==> src/rtl/alarm_time_ctrl_pkg.sv <==
// Shared definitions for the alarm clock controller: mode encodings,
// BCD counter limits, display field offsets and BCD/binary helpers.
package alarm_time_ctrl_pkg;

    typedef enum logic [2:0] {
        MODE_RUN    = 3'd0,
        MODE_SET_TH = 3'd1,
        MODE_SET_TM = 3'd2,
        MODE_SET_AH = 3'd3,
        MODE_SET_AM = 3'd4
    } mode_e;

    localparam logic [7:0] MIN_MAX_BCD  = 8'h59;
    localparam logic [7:0] HOUR_MAX_BCD = 8'h23;

    // Bit offsets of the HH and MM fields inside disp_bcd.
    localparam int DISP_HOUR_LSB = 8;
    localparam int DISP_MIN_LSB  = 0;

    function automatic mode_e next_mode(input mode_e m);
        case (m)
            MODE_RUN:    return MODE_SET_TH;
            MODE_SET_TH: return MODE_SET_TM;
            MODE_SET_TM: return MODE_SET_AH;
            MODE_SET_AH: return MODE_SET_AM;
            default:     return MODE_RUN;
        endcase
    endfunction

    function automatic logic [6:0] bcd_to_bin(input logic [7:0] b);
        return 7'(b[7:4]) * 7'd10 + 7'(b[3:0]);
    endfunction

    function automatic logic [7:0] bin_to_bcd(input logic [6:0] v);
        return {4'(v / 7'd10), 4'(v % 7'd10)};
    endfunction

endpackage

==> src/rtl/alarm_time_ctrl_bcd_mod_counter.sv <==
// Two-digit BCD counter wrapping at MAX_BCD back to 00, with synchronous
// clear (priority over inc), a look-ahead next value and a wrap carry.
module alarm_time_ctrl_bcd_mod_counter #(
    parameter logic [7:0] MAX_BCD = 8'h59
) (
    input  logic       clk,
    input  logic       reset,
    input  logic       inc_i,
    input  logic       clr_i,
    output logic [7:0] val_o,
    output logic [7:0] nxt_o,
    output logic       carry_o
);

    logic [7:0] cnt_q, cnt_d;

    // Next count: clear, wrap at the limit, or BCD ones/tens step.
    always_comb begin
        // NOTE: default first so every path assigns cnt_d and no latch is inferred.
        cnt_d = cnt_q;
        if (clr_i) begin
            cnt_d = '0;
        end else if (inc_i) begin
            if (cnt_q == MAX_BCD)
                cnt_d = '0;
            else if (cnt_q[3:0] == 4'd9)
                cnt_d = {cnt_q[7:4] + 4'd1, 4'd0};
            else
                cnt_d = {cnt_q[7:4], cnt_q[3:0] + 4'd1};
        end
    end

    // Count register.
    always_ff @(posedge clk or posedge reset) begin
        // NOTE: non-blocking assignment keeps every register updating from pre-edge values.
        if (reset) cnt_q <= '0;
        else       cnt_q <= cnt_d;
    end

    assign val_o   = cnt_q;
    assign nxt_o   = cnt_d;
    assign carry_o = inc_i & ~clr_i & (cnt_q == MAX_BCD);

endmodule

==> src/rtl/alarm_time_ctrl.sv <==
// Alarm clock mode/sequencing controller: timekeeping, set-time/set-alarm
// mode FSM, alarm trigger, ring length, snooze and dismiss.
module alarm_time_ctrl
    import alarm_time_ctrl_pkg::*;
#(
    parameter int SNOOZE_MIN = 5,
    parameter int RING_SEC   = 60
) (
    input  logic        clk,
    input  logic        reset,
    input  logic        tick_1hz,
    input  logic        btn_mode,
    input  logic        btn_inc,
    input  logic        btn_snooze,
    input  logic        alarm_en,
    output logic [15:0] disp_bcd,
    output logic [7:0]  sec_bcd,
    output logic [2:0]  mode,
    output logic        ringing,
    output logic        blink
);

    mode_e       state_q, state_d;
    logic        ringing_q, ringing_d;
    logic        blink_q, blink_d;
    logic        snz_armed_q, snz_armed_d;
    logic [15:0] snz_hm_q, snz_hm_d;
    logic [7:0]  ring_cnt_q, ring_cnt_d;
    logic [15:0] disp_q, disp_d;

    logic [7:0] sec_val, sec_nxt, min_val, min_nxt, hour_val, hour_nxt;
    logic [7:0] amin_val, amin_nxt, ahour_val, ahour_nxt;
    logic       sec_carry, min_carry, hour_carry, amin_carry, ahour_carry;

    // Wrap-around HH:MM plus the snooze interval, in BCD.
    function automatic logic [15:0] add_snooze(input logic [15:0] hm);
        logic [6:0] mb, hb;
        mb = bcd_to_bin(hm[DISP_MIN_LSB +: 8]) + 7'(SNOOZE_MIN);
        hb = bcd_to_bin(hm[DISP_HOUR_LSB +: 8]);
        if (mb >= 7'd60) begin
            mb = mb - 7'd60;
            hb = (hb == 7'd23) ? 7'd0 : hb + 7'd1;
        end
        return {bin_to_bcd(hb), bin_to_bcd(mb)};
    endfunction

    // Seconds run in RUN and SET_A*; ringing blocks mode changes so the pulse only dismisses.
    wire time_runs  = (state_q != MODE_SET_TH) && (state_q != MODE_SET_TM);
    wire tick_run   = tick_1hz && time_runs;
    wire mode_adv   = btn_mode && !ringing_q;
    wire inc_eff    = btn_inc && !btn_mode;
    wire inc_th     = inc_eff && (state_q == MODE_SET_TH);
    wire inc_tm     = inc_eff && (state_q == MODE_SET_TM);
    wire inc_ah     = inc_eff && (state_q == MODE_SET_AH);
    wire inc_am     = inc_eff && (state_q == MODE_SET_AM);
    wire enter_set  = mode_adv && (state_q == MODE_RUN);

    alarm_time_ctrl_bcd_mod_counter #(.MAX_BCD(MIN_MAX_BCD)) u_sec (
        .clk(clk), .reset(reset), .inc_i(tick_run), .clr_i(enter_set),
        .val_o(sec_val), .nxt_o(sec_nxt), .carry_o(sec_carry));

    alarm_time_ctrl_bcd_mod_counter #(.MAX_BCD(MIN_MAX_BCD)) u_min (
        .clk(clk), .reset(reset), .inc_i(sec_carry || inc_tm), .clr_i(1'b0),
        .val_o(min_val), .nxt_o(min_nxt), .carry_o(min_carry));

    // Editing minutes must not roll the hour, so only tick-driven wraps carry.
    alarm_time_ctrl_bcd_mod_counter #(.MAX_BCD(HOUR_MAX_BCD)) u_hour (
        .clk(clk), .reset(reset), .inc_i((min_carry && !inc_tm) || inc_th), .clr_i(1'b0),
        .val_o(hour_val), .nxt_o(hour_nxt), .carry_o(hour_carry));

    alarm_time_ctrl_bcd_mod_counter #(.MAX_BCD(MIN_MAX_BCD)) u_amin (
        .clk(clk), .reset(reset), .inc_i(inc_am), .clr_i(1'b0),
        .val_o(amin_val), .nxt_o(amin_nxt), .carry_o(amin_carry));

    alarm_time_ctrl_bcd_mod_counter #(.MAX_BCD(HOUR_MAX_BCD)) u_ahour (
        .clk(clk), .reset(reset), .inc_i(inc_ah), .clr_i(1'b0),
        .val_o(ahour_val), .nxt_o(ahour_nxt), .carry_o(ahour_carry));

    logic unused_sigs;
    assign unused_sigs = ^{hour_carry, amin_carry, ahour_carry, sec_nxt, min_val, hour_val};

    // An armed snooze replaces the alarm as the compare target.
    wire [15:0] tgt_hm  = snz_armed_q ? snz_hm_q : {ahour_val, amin_val};
    wire        trigger = alarm_en && sec_carry && ({hour_nxt, min_nxt} == tgt_hm);

    // Mode FSM next state and blink.
    always_comb begin
        state_d = state_q;
        blink_d = blink_q;
        if (mode_adv)
            state_d = next_mode(state_q);
        if (state_d == MODE_RUN)
            blink_d = 1'b0;
        else if (tick_1hz && state_q != MODE_RUN)
            blink_d = ~blink_q;
    end

    // Ring, snooze and auto-silence control; alarm_en low overrides everything.
    always_comb begin
        ringing_d   = ringing_q;
        ring_cnt_d  = ring_cnt_q;
        snz_armed_d = snz_armed_q;
        snz_hm_d    = snz_hm_q;
        if (!alarm_en) begin
            ringing_d   = 1'b0;
            snz_armed_d = 1'b0;
        end else if (trigger) begin
            ringing_d   = 1'b1;
            ring_cnt_d  = '0;
            snz_armed_d = 1'b0;
            snz_hm_d    = add_snooze(tgt_hm);
        end else begin
            if (ringing_q) begin
                if (btn_snooze) begin
                    ringing_d   = 1'b0;
                    snz_armed_d = 1'b1;
                end else if (btn_mode) begin
                    ringing_d   = 1'b0;
                    snz_armed_d = 1'b0;
                end else if (tick_1hz) begin
                    if (ring_cnt_q + 8'd1 == 8'(RING_SEC)) begin
                        ringing_d   = 1'b0;
                        snz_armed_d = 1'b0;
                    end else begin
                        ring_cnt_d = ring_cnt_q + 8'd1;
                    end
                end
            end
            if (inc_ah || inc_am)
                snz_armed_d = 1'b0;
        end
    end

    // Display shows the alarm while it is being edited, otherwise the time.
    always_comb begin
        disp_d = {hour_nxt, min_nxt};
        if (state_d == MODE_SET_AH || state_d == MODE_SET_AM)
            disp_d = {ahour_nxt, amin_nxt};
    end

    // Controller state registers.
    always_ff @(posedge clk or posedge reset) begin
        if (reset) begin
            state_q     <= MODE_RUN;
            blink_q     <= 1'b0;
            ringing_q   <= 1'b0;
            ring_cnt_q  <= '0;
            snz_armed_q <= 1'b0;
            snz_hm_q    <= '0;
            disp_q      <= '0;
        end else begin
            state_q     <= state_d;
            blink_q     <= blink_d;
            ringing_q   <= ringing_d;
            ring_cnt_q  <= ring_cnt_d;
            snz_armed_q <= snz_armed_d;
            snz_hm_q    <= snz_hm_d;
            disp_q      <= disp_d;
        end
    end

    assign disp_bcd = disp_q;
    assign sec_bcd  = sec_val;
    assign mode     = state_q;
    assign ringing  = ringing_q;
    assign blink    = blink_q;

endmodule

==> config.mk <==
export PLATFORM = sky130hd
export DESIGN_NAME = alarm_time_ctrl
export DESIGN_NICKNAME = d
export VERILOG_FILES = /design/src/rtl/alarm_time_ctrl_pkg.sv /design/src/rtl/alarm_time_ctrl_bcd_mod_counter.sv /design/src/rtl/alarm_time_ctrl.sv
export SDC_FILE = /design/constraint.sdc
export NUM_CORES = 1
export LEC_CHECK = 0
export CAP_MARGIN = 20
export CORE_ASPECT_RATIO = 0.75
export CORE_MARGIN = 1.5
export CORE_UTILIZATION = 65
export CTS_CLUSTER_DIAMETER = 30
export DETAILED_ROUTE_END_ITERATION = 16
export PLACE_DENSITY_LB_ADDON = 0.1
export SLEW_MARGIN = 20
export SYNTH_ARGS = -nofsm -noshare
export SYNTH_HDL_FRONTEND = slang
export SYNTH_SLANG_ARGS = --single-unit
==> constraint.sdc <==
create_clock -name clk -period 19.15 [get_ports clk]
set_clock_uncertainty 0.1 [all_clocks]
set_input_delay 3.83 -clock clk [delete_from_list [all_inputs] [get_ports clk]]
set_output_delay 3.83 -clock clk [all_outputs]
set_load 0.1 [all_outputs]
Yosys cells after proc, flatten, opt, wreduce, memory -nomap -nowiden
Index checks and enable logic that the tools add are counted.
{"block": "totals", "ff_bits": 86}
{"block": "classes", "bitwise_logic": 5, "mux": 50, "eq_ne": 27, "n_div": 4, "n_lt_le_gt_ge": 1, "reduce_logical": 32, "addsub": 16, "mul": 2}
{"cell": "$mux 8", "n": 22}
{"cell": "$mux 7", "n": 7}
{"cell": "$add 4x1->4 const B", "n": 10}
{"cell": "$mux 16", "n": 2}
{"cell": "$eq 8x6->1 const B", "n": 3}
{"cell": "$eq 8x7->1 const B", "n": 3}
{"cell": "$eq 4x4->1 const B", "n": 5}
{"cell": "$mux 1", "n": 17}
{"cell": "$eq 16x16->1", "n": 1}
{"cell": "$add 7x4->7", "n": 2}
{"cell": "$div 7x4->7 const B", "n": 2}
{"cell": "$mod 7x4->7 const B", "n": 2}
{"cell": "$logic_and 1x1->1", "n": 13}
{"cell": "$mul 4x3->6 const B", "n": 2}
{"cell": "$pmux 3 s4", "n": 1}
{"cell": "$eq 3x2->1 const B", "n": 3}
{"cell": "$add 8x1->8 const B", "n": 1}
{"cell": "$reduce_bool 2->1", "n": 4}
{"cell": "$add 7x1->7 const B", "n": 1}
{"cell": "$add 7x3->7 const B", "n": 1}
{"cell": "$eq 7x5->1 const B", "n": 1}
{"cell": "$ge 7x6->1 const B", "n": 1}
{"cell": "$sub 7x6->7 const B", "n": 1}
{"cell": "$eq 3x3->1 const B", "n": 2}
{"cell": "other kinds (17)", "n": 30}

Longest topological paths before layout
Gate-level depths: netlist (run 1).
{"block": "logic_depth", "word_depth": 16, "mapped_depth": 34, "mapped_depth_nobuf": 30}

Modules after synthesis
A second synthesis (run 1) with hierarchy kept.
{"block": "hier_totals", "hier_cells": 673, "hier_area_um2": 6567.5}
{"module": "alarm_time_ctrl", "cells_per_inst": 446, "instances": 1, "area_per_inst_um2": 4237.8}
{"module": "alarm_time_ctrl_bcd_mod_counter at u_amin ...", "cells_per_inst": 45, "instances": 3, "area_per_inst_um2": 465.4}
{"module": "alarm_time_ctrl_bcd_mod_counter at u_ahour ...", "cells_per_inst": 46, "instances": 2, "area_per_inst_um2": 466.7}

Least setup slack after synthesis (run 1)
No wires, ideal clock.
{"block": "synth_path", "kind": "register -> register", "start": "reg snz_armed_q", "end": "reg snz_hm_q[10]", "arrival_time_ns": 6.745, "slack_ns": 12.179, "setup_time_ns": 0.126, "n_path_buf": 3, "path_stages_with_launch": 34, "t_required_ns": 18.924, "period_less_slack_ns": 6.971, "path_cell_list": "dfrtp_1 buf_6 buf_1 mux2i_1 inv_1 ha_1 ha_1 ha_1 xnor2_2 inv_2 ha_1 clkbuf_1 a22o_1 and4b_4 o2111ai_1 xnor2_1 o21a_1 ha_1 a221o_1 o31ai_1 a221oi_1 a21oi_1 inv_1 ha_1 o21ai_0 nand2_1 a21boi_4 xnor2_1 ha_1 o21ai_0 a211oi_1 a31oi_1 o21ai_0 o21ai_0"}
{"block": "synth_between", "elab_chain_len": 9}
{"element": "start: declaration", "line": "alarm_time_ctrl.sv:26", "text": "logic snz_armed_q, snz_armed_d;"}
{"element": "start signal: assignment", "line": "alarm_time_ctrl.sv:156", "text": "snz_armed_q <= snz_armed_d;"}
{"element": "$mux 16 *", "line": "alarm_time_ctrl.sv:83", "text": "wire [15:0] tgt_hm = snz_armed_q ? snz_hm_q : {ahour_val, amin_val};"}
{"element": "$mul 4x3->6", "line": "alarm_time_ctrl_pkg.sv:31", "text": "return 7'(b[7:4]) * 7'd10 + 7'(b[3:0]);"}
{"element": "$add 7x4->7", "line": "alarm_time_ctrl_pkg.sv:31"}
{"element": "$add 7x3->7, or another cell as far along", "line": "alarm_time_ctrl.sv:38", "text": "mb = bcd_to_bin(hm[DISP_MIN_LSB +: 8]) + 7'(SNOOZE_MIN);"}
{"element": "$ge 7x6->1 or $mux 7 (tied branches)", "line": "alarm_time_ctrl.sv:40, alarm_time_ctrl.sv:42"}
{"element": "$mux 7", "line": "alarm_time_ctrl.sv:40", "text": "if (mb >= 7'd60) begin"}
{"element": "$mux 7", "line": "alarm_time_ctrl.sv:107", "text": "end else if (trigger) begin"}
{"element": "$mux 7", "line": "alarm_time_ctrl.sv:104", "text": "if (!alarm_en) begin"}
{"element": "$mod 7x4->7", "line": "alarm_time_ctrl_pkg.sv:35", "text": "return {4'(v / 7'd10), 4'(v % 7'd10)};"}
{"element": "end signal: assignment", "line": "alarm_time_ctrl.sv:157", "text": "snz_hm_q <= snz_hm_d;"}
{"element": "end: declaration", "line": "alarm_time_ctrl.sv:27", "text": "logic [15:0] snz_hm_q, snz_hm_d;"}
Every way passes the cells marked *; elsewhere a longest branch is shown, timed or not. The select of a mux whose other input is x is not followed.
A chain may end at the register's enable or synchronous reset.

Worst setup path in the final report (run 1)
Ends and elaborated chain as after synthesis.

==> results by group, run 1 <==
Floorplanning
  • Die W: 122 µm
  • Chip Height: 92.2 µm
  • Row count: 32
  • Core ar.: 0.0103 mm²
  • I/O pins: 36
  • Starting Density: 67.0%
  • Die area: 0.0112 mm²

Synthesis
  • Post-synth top area cell: dfrtp_1
  • #FFs+latches synth: 86
  • Async set or reset register ratio after synthesis: 100%
  • EDFF count, synth: 0
  • Synthesized area per cell: 8.88 µm²
  • Ys Warns: 0
  • Seq/Total Area, Yosys: approximately 31%
  • Mapped cell area: 0.00690 mm²
  • Commonest register cell after synthesis: dfrtp_1
  • Cells after Synth: 777
  • Top cell types by occurrence after synthesis: dfrtp_1 (86), nor2_1 (68), o21ai_0 (63)
  • Netlist cell types: 84
  • Synth Net Count: around 840
  • Synth top area share: 31.2%
  • Largest cells by area after synthesis: dfrtp_1 (31%), ha_1 (8.5%), mux2_2 (4.7%)
  • Most common cell in the netlist: dfrtp_1

Global routing
  • Initial antenna violation count: 0
  • First-pass GRT wire length: ~28,000 µm
  • Overflow left after global routing: 0
  • Tot GR Track Use: 32.0%
  • Largest net degree at the start of global routing: 87
  • Vias in the first global route: between 5k and 6k

Placement
  • Routability Congestion: 0.961
  • Post-DP HPWL: 12,700 µm
  • Number of port buffers: 35
  • Placed cells: 927

Drt
  • Initial DRC count: 445
  • Via-to-Cell Ratio: around 6.5
  • DRC Markers: 0
  • Total length of routed wires: 17,000 µm
  • Via count: 6,141
  • Drt first pass iters: 5
  • WL/cell: 18.1 µm
  • Remaining antenna violation count: 0

Setup path
  • WP data required: slightly below 20 ns
  • Crit. End Element: register
  • R2r startpoint: snz_armed_q$_DFFE_PP0P_
  • Startpoint types: register
  • Critical Path Fanout Max: 19
  • Critical path origin: snz_armed_q$_DFFE_PP0P_
  • Crit path DAT: 8.32 ns
  • WS Path Type: register to register

Timing
  • Final min period: 8.19 ns
  • Final Hold Fails: 0
  • Worst Tran Pin Value: 0.990 ns
  • Total negative slack: 0 ns
  • Endpoints failing setup: 0
  • Worst hold slack: 0.413 ns
  • Slew Viols, Final: 0
  • RSZ-0062 raised after global routing: false
  • Max Fclk: 122 MHz
  • Final period utilization: 42.8%
  • Slew margin rel.: 33.8%

Power
  • PD cells: 111 mW/mm²
  • Clk pwr share: between 20% and 30%
  • Max VDD drop: 0.137 mV
  • Net Sw Power: 0.000394 W
  • Sw frac: 46.7%
  • Pleak: 3.45 nW
  • Register share of total power: 30.0%
  • Cell-internal power: 0.000449 W
  • Combinational share of power: 48.8%

Outcome
  • Status: complete, no violations

Clocking
  • CTS tree: built
  • Hold-fix buffer count after cts: 0
  • Clock Sinks: 86
  • Register clock-pin slew on the reported worst setup and hold paths: approximately 0.06 ns
  • CTS buffer count: 9
  • # resized after CTS: 0
  • Clk_lat worst skew: 0.35 ns
  • H-tree Lvls: 3
  • Clock Path Buffers: 2
  • Root Driver: clkbuf_16
  • Post-CTS Setup Inserts: 0

Cells and area
  • Nets@finish: 860
  • Ant diodes: 0
  • Util after Layout: between 70 and 80%
  • Area Overhead vs Synth: 10.5%
  • Final std cells w/o fill: 943
  • Share of cells above drive strength 1: 9.29%

Job
  • Maxcap violations: 0

Hold path
  • HP Start: snz_hm_q[10]$_DFFE_PP0P_
  • Min-delay worst type: register to register
layout by cell type (no fill, tap or decap), drive strengths merged, types with 8 or more instances in the layout:
| cell | Yosys | layout |
|---|---|---|
| o21ai | 65 | 65 |
| a211oi | 8 | 8 |
| mux2i | 24 | 24 |
| xnor2 | 32 | 32 |
| nor2b | 8 | 8 |
| and2 | 11 | 11 |
| nor2 | 68 | 68 |
| clkbuf | 11 | 13 |
| nor3 | 20 | 20 |
| inv | 55 | 54 |
| ha | 47 | 47 |
| mux2 | 30 | 30 |
| xor2 | 10 | 10 |
| nand2 | 56 | 56 |
| nand4 | 10 | 10 |
| clkdlybuf4s50 | 0 | 35 |
| a31oi | 8 | 8 |
| and3 | 12 | 12 |
| a21oi | 37 | 37 |
| o31ai | 10 | 10 |
| dfrtp | 86 | 86 |
| nand2b | 13 | 13 |
| nand3 | 20 | 20 |
layer usage:
metal | wire length, µm | up-vias | GRT usage [%]
li1 | - | 2860 | -
met1 | 7670 | 2997 | 43.9
met2 | 7970 | 255 | 51.9
met3 | 1180 | 29 | 5.91
met4 | 223 | 0 | 8.82
met5 | 0 | - | 0
per-stage QoR:
step / area (µm²) / power, W / setup WS, ns
final: 7620 / 0.000843 / 10.96
after global routing: 7620 / 0.000888 / 10.36
after CTS: 7620 / 0.000839 / 11.10
after detailed placement: 7310 / 0.000658 / 10.90
after global placement: 7310 / 0.000646 / 11.18
after floorplan: 6900 / 0.000565 / 12.18
worst max-delay path: stages, from the launching register on:
cell       delay [ns]
dfrtp_1          0.96
mux2_2           0.46
ha_1             0.34
ha_1             0.27
fa_1             0.84
ha_1             0.40
a22o_1           0.19
and4b_4          0.36
o2111ai_1        0.22
xnor2_1          0.31
o21a_1           0.23
ha_1             0.27
a221o_1          0.33
o31ai_1          0.26
a221oi_1         0.14
a21oi_1          0.41
inv_1            0.13
ha_1             0.21
o21ai_0          0.07
nand2_1          0.11
a21boi_4         0.28
xnor2_1          0.19
ha_1             0.27
o21ai_0          0.14
a211oi_1         0.25
a31oi_1          0.06
o21ai_0          0.14
o21ai_0          0.09
kinds of logic (layout without fill, tap and decap cells):
logic type / Yosys count / in the layout / synth area share, %
AO/OA/AOI/OAI: 202 / 202 / 20.1
adder cells (fa/ha/maj): 53 / 53 / 9.98
buffers and inverters: 81 / 111 / 5.04
flip-flops: 86 / 86 / 31.2
AND/OR/NAND/NOR: 259 / 259 / 19.3
XOR/XNOR: 42 / 42 / 5.77
multiplexers: 54 / 54 / 8.67
power by group through the flow:
| stage | Clock [W] | Combinational (W) | Sequential [W] |
|---|---|---|---|
| detailed placement | 0 | 0.000404 | 0.000254 |
| CTS | 0.000179 | 0.000408 | 0.000252 |
| finish | 0.000179 | 0.000411 | 0.000253 |
| floorplan | 0 | 0.000207 | 0.000358 |
| global route | 0.000187 | 0.000443 | 0.000258 |
| global placement | 0 | 0.000395 | 0.000251 |
worst paths after layout:
| path | end | slack, ns | cells past startpoint |
|---|---|---|---|
| max | snz_hm_q[10]$_DFFE_PP0P_ | 10.96 | 27 |
| max in group asynchronous | disp_bcd[12]$_DFF_PP0_ | 14.52 | 3 |
| min reg2reg | snz_hm_q[10]$_DFFE_PP0P_ | 0.41 | 2 |
| min in group asynchronous | blink$_DFFE_PP0P_ | 3.93 | 3 |
| min | snz_hm_q[10]$_DFFE_PP0P_ | 0.41 | 2 |
| max reg2reg | snz_hm_q[10]$_DFFE_PP0P_ | 10.96 | 27 |
state kept, by name, summed over array words and instances (netlist names):
register,flops
u_ahour.val_o,8
mode,3
ringing,1
blink,1
ring_cnt_q,8
snz_armed_q,1
disp_bcd,16
snz_hm_q,16
u_hour.val_o,8
u_min.val_o,8
u_sec.val_o,8
u_amin.val_o,8
cell type report:
class                           count  area, µm²
Clock buffer                       13        260
Tap cell                          136        170
Inverter                           56        213
Multi-Input combinational cell    610       4400
Clock inverter                      3       42.5
Sequential cell                    86       2150
Timing Repair Buffer               39        384
Fill cell                         733       2670
No activity file was read; power rests on OpenSTA's default activity.
==> run 2: changes to the inputs <==
CORE_UTILIZATION = 56   (was 65)
clock period = 7.37 ns   (was 19.15 ns; I/O delays follow)
==> results by group, run 2 (same netlist as run 1, synthesis figures left out) <==
Outcome
  • Status: complete, no violations (unchanged)

Cells and area
  • Ant diodes: 0 (unchanged)
  • Final instance area: 0.00774 mm² (was 0.00762 mm²)
  • Most frequent cells in the layout: dfrtp_1 (86), nor2_1 (68), o21ai_0 (63) (unchanged)
  • Area Overhead vs Synth: 12.2% (was 10.5%)
  • Commonest non-fill, non-tap cell in the layout: dfrtp_1 (unchanged)
  • Share of cells above drive strength 1: 11.4% (was 9.29%)
  • Nets@finish: 873 (was 860)

Power
  • Max VDD drop: 0.274 mV (was 0.137 mV)
  • PD cells: 275 mW/mm² (was 111 mW/mm²)
  • Pleak: 3.49 nW (was 3.45 nW)

Clocking
  • Clock Sinks: 86 (unchanged)
  • Root Driver: clkbuf_16 (unchanged)
  • Hold-fix buffer count after cts: 0 (unchanged)
  • Clk_lat worst skew: 0.34 ns (was 0.35 ns)
  • H-tree Lvls: 3 (unchanged)
  • CTS buffer count: 9 (unchanged)
  • Clock Path Buffers: 2 (unchanged)
  • CTS tree: built (unchanged)
  • Register clock-pin slew on the reported worst setup and hold paths: 0.06 ns (about the same)

Hold path
  • Worst Hold Endpoint: ring_cnt_q[7]$_DFFE_PP0P_ (was snz_hm_q[10]$_DFFE_PP0P_)
  • Min-delay worst type: register to register (unchanged)
  • WHS Path Cells: 1 (was 2)
  • HP Start: ring_cnt_q[7]$_DFFE_PP0P_ (was snz_hm_q[10]$_DFFE_PP0P_)

Setup path
  • Crit path max-delay cell type: dfrtp_1 (unchanged)
  • Crit path DAT: 7.20 ns (was 8.32 ns)
  • Critical Path Fanout Max: 10 (was 19)
  • WP data required: 7.49 ns (was 19.28 ns)
  • R2r startpoint: snz_armed_q$_DFFE_PP0P_ (unchanged)
  • Crit. End Element: register (unchanged)
  • Critical path origin: snz_armed_q$_DFFE_PP0P_ (unchanged)
  • Startpoint types: register (unchanged)
  • Reg2reg path depth: 31 (was 27)
  • Slowest stage delay, CP: 0.43 ns (was 0.96 ns)
  • Worst r2r dst: snz_hm_q[10]$_DFFE_PP0P_ (unchanged)
  • WS Path Type: register to register (unchanged)
  • Reg2reg setup slack: 0.30 ns (was 10.96 ns)

Placement
  • Post-DP HPWL: 12,500 µm (was 12,700 µm)
  • Post-Place Setup Slack: 0.161 ns (was 10.90 ns)
  • Dpl cell area: 0.00739 mm² (was 0.00731 mm²)
  • Number of port buffers: 35 (unchanged)
  • Routability Congestion: 0.899 (was 0.961)

Timing
  • Slew Viols, Final: 0 (unchanged)
  • Worst Tran Pin Value: 0.984 ns (was 0.990 ns)
  • Total negative slack: 0 ns (unchanged)
  • Max Fclk: 141 MHz (was 122 MHz)
  • Final min period: 7.07 ns (was 8.19 ns)
  • Fin worst setup slack: 0.297 ns (was 10.96 ns)
  • Final Hold Fails: 0 (unchanged)
  • Slew margin rel.: 34.2% (was 33.8%)
  • Worst hold slack: 0.399 ns (was 0.413 ns)
  • Final period utilization: 96.0% (was 42.8%)
  • Endpoints failing setup: 0 (unchanged)

Floorplanning
  • Row count: 34 (was 32)
  • Chip Height: 99.1 µm (was 92.2 µm)
  • I/O pins: 36 (unchanged)
  • Die W: 131 µm (was 122 µm)
  • Starting Density: 58.5% (was 67.0%)
  • Core ar.: 0.0118 mm² (was 0.0103 mm²)
  • Die area: 0.0130 mm² (was 0.0112 mm²)

Drt
  • Drt first pass iters: 5 (unchanged)
  • WL/cell: 16.9 µm (was 18.1 µm)
  • Via-to-Cell Ratio: 6.14 (was 6.51)
  • Via count: 6,020 (was 6,141)
  • DRC Markers: 0 (unchanged)
  • Total length of routed wires: 16,600 µm (was 17,000 µm)
  • Initial DRC count: 467 (was 445)
  • Remaining antenna violation count: 0 (unchanged)

Global routing
  • Overflow left after global routing: 0 (unchanged)
  • Vias in the first global route: 5,723 (was 5,881)
  • First-pass GRT wire length: 27,300 µm (was 28,500 µm)
  • Tot GR Track Use: 25.6% (was 32.0%)
  • Initial antenna violation count: 0 (unchanged)
  • Largest net degree at the start of global routing: 87 (unchanged)

Job
  • Maxcap violations: 0 (unchanged)
## run 2: per-layer routing
layer	up-vias	routed length, µm	track usage (%)
li1	2897	-	-
met3	23	917	5.15
met1	2909	7780	35.1
met5	-	0	0
met4	0	169	5.36
met2	191	7730	42.7
## run 2: power by group
group | total (W) | leakage, nW | internal, W | switching, W
logic | 0.00106 | 2.22 | 0.000335 | 0.000728
registers | 0.000650 | 1.15 | 0.000554 | 0.0000957
clock network | 0.000410 | 0.113 | 0.000226 | 0.000184
## run 2: how the worst max path moves through the flow
| stage | slack [ns] | cells past startpoint | endpoint |
|---|---|---|---|
| after global routing | -0.16 | 31 | snz_hm_q[10]$_DFFE_PP0P_ |
| after CTS | 0.12 | 31 | snz_hm_q[10]$_DFFE_PP0P_ |
| after floorplan | 0.40 | 33 | snz_hm_q[10]$_DFFE_PP0P_ |
| after detailed placement | 0.16 | 31 | snz_hm_q[10]$_DFFE_PP0P_ |
| final | 0.30 | 31 | snz_hm_q[10]$_DFFE_PP0P_ |
| after global placement | 0.51 | 29 | snz_hm_q[10]$_DFFE_PP0P_ |
## run 2: cell type report
class,instances,area [µm²]
clock inverter,5,37.5
tap,162,203
sequential,86,2150
timing repair buffer,52,482
multi-input combinational,610,4420
fill,960,4050
clock buffer,10,229
inverter,56,213
## run 2: through the flow
step	util [%]	power [W]	instances
global route	65.7	0.00224	981
CTS	65.0	0.00212	974
finish	65.7	0.00212	981
floorplan	-	0.00147	777
detailed placement	62.7	0.00170	959
global placement	62.7	0.00168	959
## run 2: what timing repair did
| action | in CTS | in global routing |
|---|---|---|
| resized for setup | 0 | 6 |
| setup endpoints to repair | 0 | 4 |
| setup buffers | 0 | 7 |
## run 2: critical path, delay by kind of cell, from the launching register on
family	cells	cell delay, ns
multiplexers	2	0.54
buffers and inverters	5	0.64
AND/OR/NAND/NOR	2	0.37
AO/OA/AOI/OAI	13	2.46
adder cells (fa/ha/maj)	7	1.98
XOR/XNOR	2	0.41
flip-flops	1	0.43
==> run 3: changes to the inputs <==
SLEW_MARGIN = unset   (was 20)
==> results by group, run 3 (same netlist as run 1, synthesis figures left out) <==
Setup path
  • WS Path Type: register to register (unchanged)
  • Slowest stage delay, CP: 0.43 ns (about the same)
  • Crit. End Element: register (unchanged)
  • R2r startpoint: snz_armed_q$_DFFE_PP0P_ (unchanged)
  • Reg2reg setup slack: 0.32 ns (was 0.30 ns)
  • Critical Path Fanout Max: 10 (unchanged)
  • Reg2reg path depth: 31 (unchanged)
  • Crit path max-delay cell type: dfrtp_1 (unchanged)
  • Startpoint types: register (unchanged)
  • WP data required: 7.49 ns (about the same)
  • Crit path DAT: 7.17 ns (was 7.20 ns)
  • Worst r2r dst: snz_hm_q[10]$_DFFE_PP0P_ (unchanged)

Clocking
  • Clock Sinks: 86 (unchanged)
  • H-tree Lvls: 3 (unchanged)
  • Clock Path Buffers: 2 (unchanged)
  • Root Driver: clkbuf_16 (unchanged)
  • CTS tree: built (unchanged)
  • Clk_lat worst skew: 0.34 ns (about the same)
  • Register clock-pin slew on the reported worst setup and hold paths: 0.06 ns (about the same)
  • CTS buffer count: 9 (unchanged)

Power
  • PD cells: 274 mW/mm² (was 275 mW/mm²)
  • Total Power: 0.00213 W (was 0.00212 W)
  • Pleak: 3.50 nW (was 3.49 nW)
  • Max VDD drop: 0.275 mV (was 0.274 mV)

Drt
  • Via-to-Cell Ratio: 6.08 (was 6.14)
  • DRC Markers: 0 (unchanged)
  • Remaining antenna violation count: 0 (unchanged)
  • Initial DRC count: 472 (was 467)
  • Total length of routed wires: 16,600 µm (about the same)
  • WL/cell: 16.9 µm (about the same)
  • Drt first pass iters: 5 (unchanged)
  • Via count: 5,969 (was 6,020)

Timing
  • Max Fclk: 142 MHz (was 141 MHz)
  • Endpoints failing setup: 0 (unchanged)
  • Final min period: 7.05 ns (was 7.07 ns)
  • Worst Tran Pin Value: 0.984 ns (about the same)
  • Final period utilization: 95.6% (was 96.0%)
  • Slew Viols, Final: 0 (unchanged)
  • Final Hold Fails: 0 (unchanged)
  • Slew margin rel.: 34.2% (about the same)

Placement
  • Number of port buffers: 35 (unchanged)
  • Placed cells: 959 (unchanged)
  • Post-DP HPWL: 12,500 µm (unchanged)
  • Dpl cell area: 0.00739 mm² (unchanged)
  • Routability Congestion: 0.899 (unchanged)

Cells and area
  • Most frequent cells in the layout: dfrtp_1 (86), nor2_1 (68), o21ai_0 (63) (unchanged)
  • Commonest non-fill, non-tap cell in the layout: dfrtp_1 (unchanged)
  • Nets@finish: 874 (was 873)
  • FILL cells: 953 (was 960)
  • Ant diodes: 0 (unchanged)
  • Share of cells above drive strength 1: 11.5% (was 11.4%)
  • Util after Layout: 65.9% (was 65.7%)
  • Final instance area: 0.00776 mm² (was 0.00774 mm²)
  • Final std cells w/o fill: 982 (was 981)
  • Area Overhead vs Synth: 12.5% (was 12.2%)

Global routing
  • Tot GR Track Use: 25.6% (unchanged)
  • Largest net degree at the start of global routing: 87 (unchanged)
  • Met1 Usage GRT: 35.1% (unchanged)
  • Busiest grt layer: met2 (unchanged)
  • Met2 Usage GRT: 42.7% (unchanged)
  • Met3 Use GR: 5.15% (unchanged)
  • First-pass GRT wire length: 27,300 µm (unchanged)
  • Initial antenna violation count: 0 (unchanged)
  • Overflow left after global routing: 0 (unchanged)
  • Vias in the first global route: 5,723 (unchanged)

Floorplanning
  • Row count: 34 (unchanged)
  • Die area: 0.0130 mm² (unchanged)
  • Core ar.: 0.0118 mm² (unchanged)
  • Die W: 131 µm (unchanged)
  • I/O pins: 36 (unchanged)
  • Chip Height: 99.1 µm (unchanged)
  • Starting Density: 58.5% (unchanged)

Outcome
  • Status: complete, no violations (unchanged)

Job
  • Maxcap violations: 0 (unchanged)

Hold path
  • Min-delay worst type: register to register (unchanged)
  • Worst Hold Endpoint: ring_cnt_q[7]$_DFFE_PP0P_ (unchanged)
  • WHS Path Cells: 1 (unchanged)
  • HP Start: ring_cnt_q[7]$_DFFE_PP0P_ (unchanged)
[run 3: cell types whose count changed in the layout (fill, tap and decap cells not counted), sizes merged]
cell	before	now
buf	17	18
[run 3: how the worst max path moves through the flow]
stage | startpoint | endpoint | slack, ns | depth (start not counted)
2_1_floorplan | snz_armed_q$_DFFE_PP0P_ | snz_hm_q[10]$_DFFE_PP0P_ | 0.40 | 33
3_3_place_gp | snz_armed_q$_DFFE_PP0P_ | snz_hm_q[10]$_DFFE_PP0P_ | 0.51 | 29
3_5_place_dp | snz_armed_q$_DFFE_PP0P_ | snz_hm_q[10]$_DFFE_PP0P_ | 0.16 | 31
4_1_cts | snz_armed_q$_DFFE_PP0P_ | snz_hm_q[10]$_DFFE_PP0P_ | 0.12 | 31
5_1_grt | snz_armed_q$_DFFE_PP0P_ | snz_hm_q[10]$_DFFE_PP0P_ | -0.16 | 31
6_report | snz_armed_q$_DFFE_PP0P_ | snz_hm_q[10]$_DFFE_PP0P_ | 0.32 | 31
[run 3: what timing repair did]
action / in CTS / in global routing
buffers inserted: 0 / 7
endpoints found under the hold margin: 0 / 0
hold buffers: 0 / 0
resized for setup: 0 / 6
setup endpoints to repair: 0 / 4
[run 3: area by class of cell]
| class | count | area (µm²) | area share [%] |
|---|---|---|---|
| flip-flops and latches | 86 | 2150 | 27.7 |
| multi-input cells | 610 | 4420 | 57.0 |
| inverters | 56 | 213 | 2.74 |
| clock buffers | 10 | 229 | 2.95 |
| repair buffers | 53 | 505 | 6.51 |
| clock inverters | 5 | 37.5 | 0.484 |
| well taps | 162 | 203 | 2.61 |
[run 3: report_power, final]
group          internal, W  total, W  switching, W
clock network     0.000226  0.000408      0.000182
logic             0.000336   0.00107      0.000730
registers         0.000554  0.000651     0.0000965
total              0.00112   0.00213       0.00101
[run 3: through the flow]
step	TNS, ns	worst slack, ns	hold WS [ns]
floorplan	0	0.399	0.346
detailed placement	0	0.161	0.374
global placement	0	0.510	0.371
finish	0	0.323	0.390
global route	-0.161	-0.161	0.422
CTS	0	0.123	0.387
[run 3: layer usage]
metal | vias up | share of wire, %
met5 | - | 0
met4 | 0 | 0.87
met3 | 23 | 5.0
met2 | 168 | 47
met1 | 2879 | 47
li1 | 2899 | -
[run 3: worst max-delay path: cells and delay by family, from the launching register on]
| kind | cells | cell delay [ns] |
|---|---|---|
| muxes | 2 | 0.54 |
| buffers and inverters | 5 | 0.65 |
| xor gates and xnor gates | 2 | 0.41 |
| adders and majority gates | 7 | 1.97 |
| and+or+nand+nor | 2 | 0.37 |
| AOI/OAI and AO/OA | 13 | 2.44 |
| DFF | 1 | 0.43 |
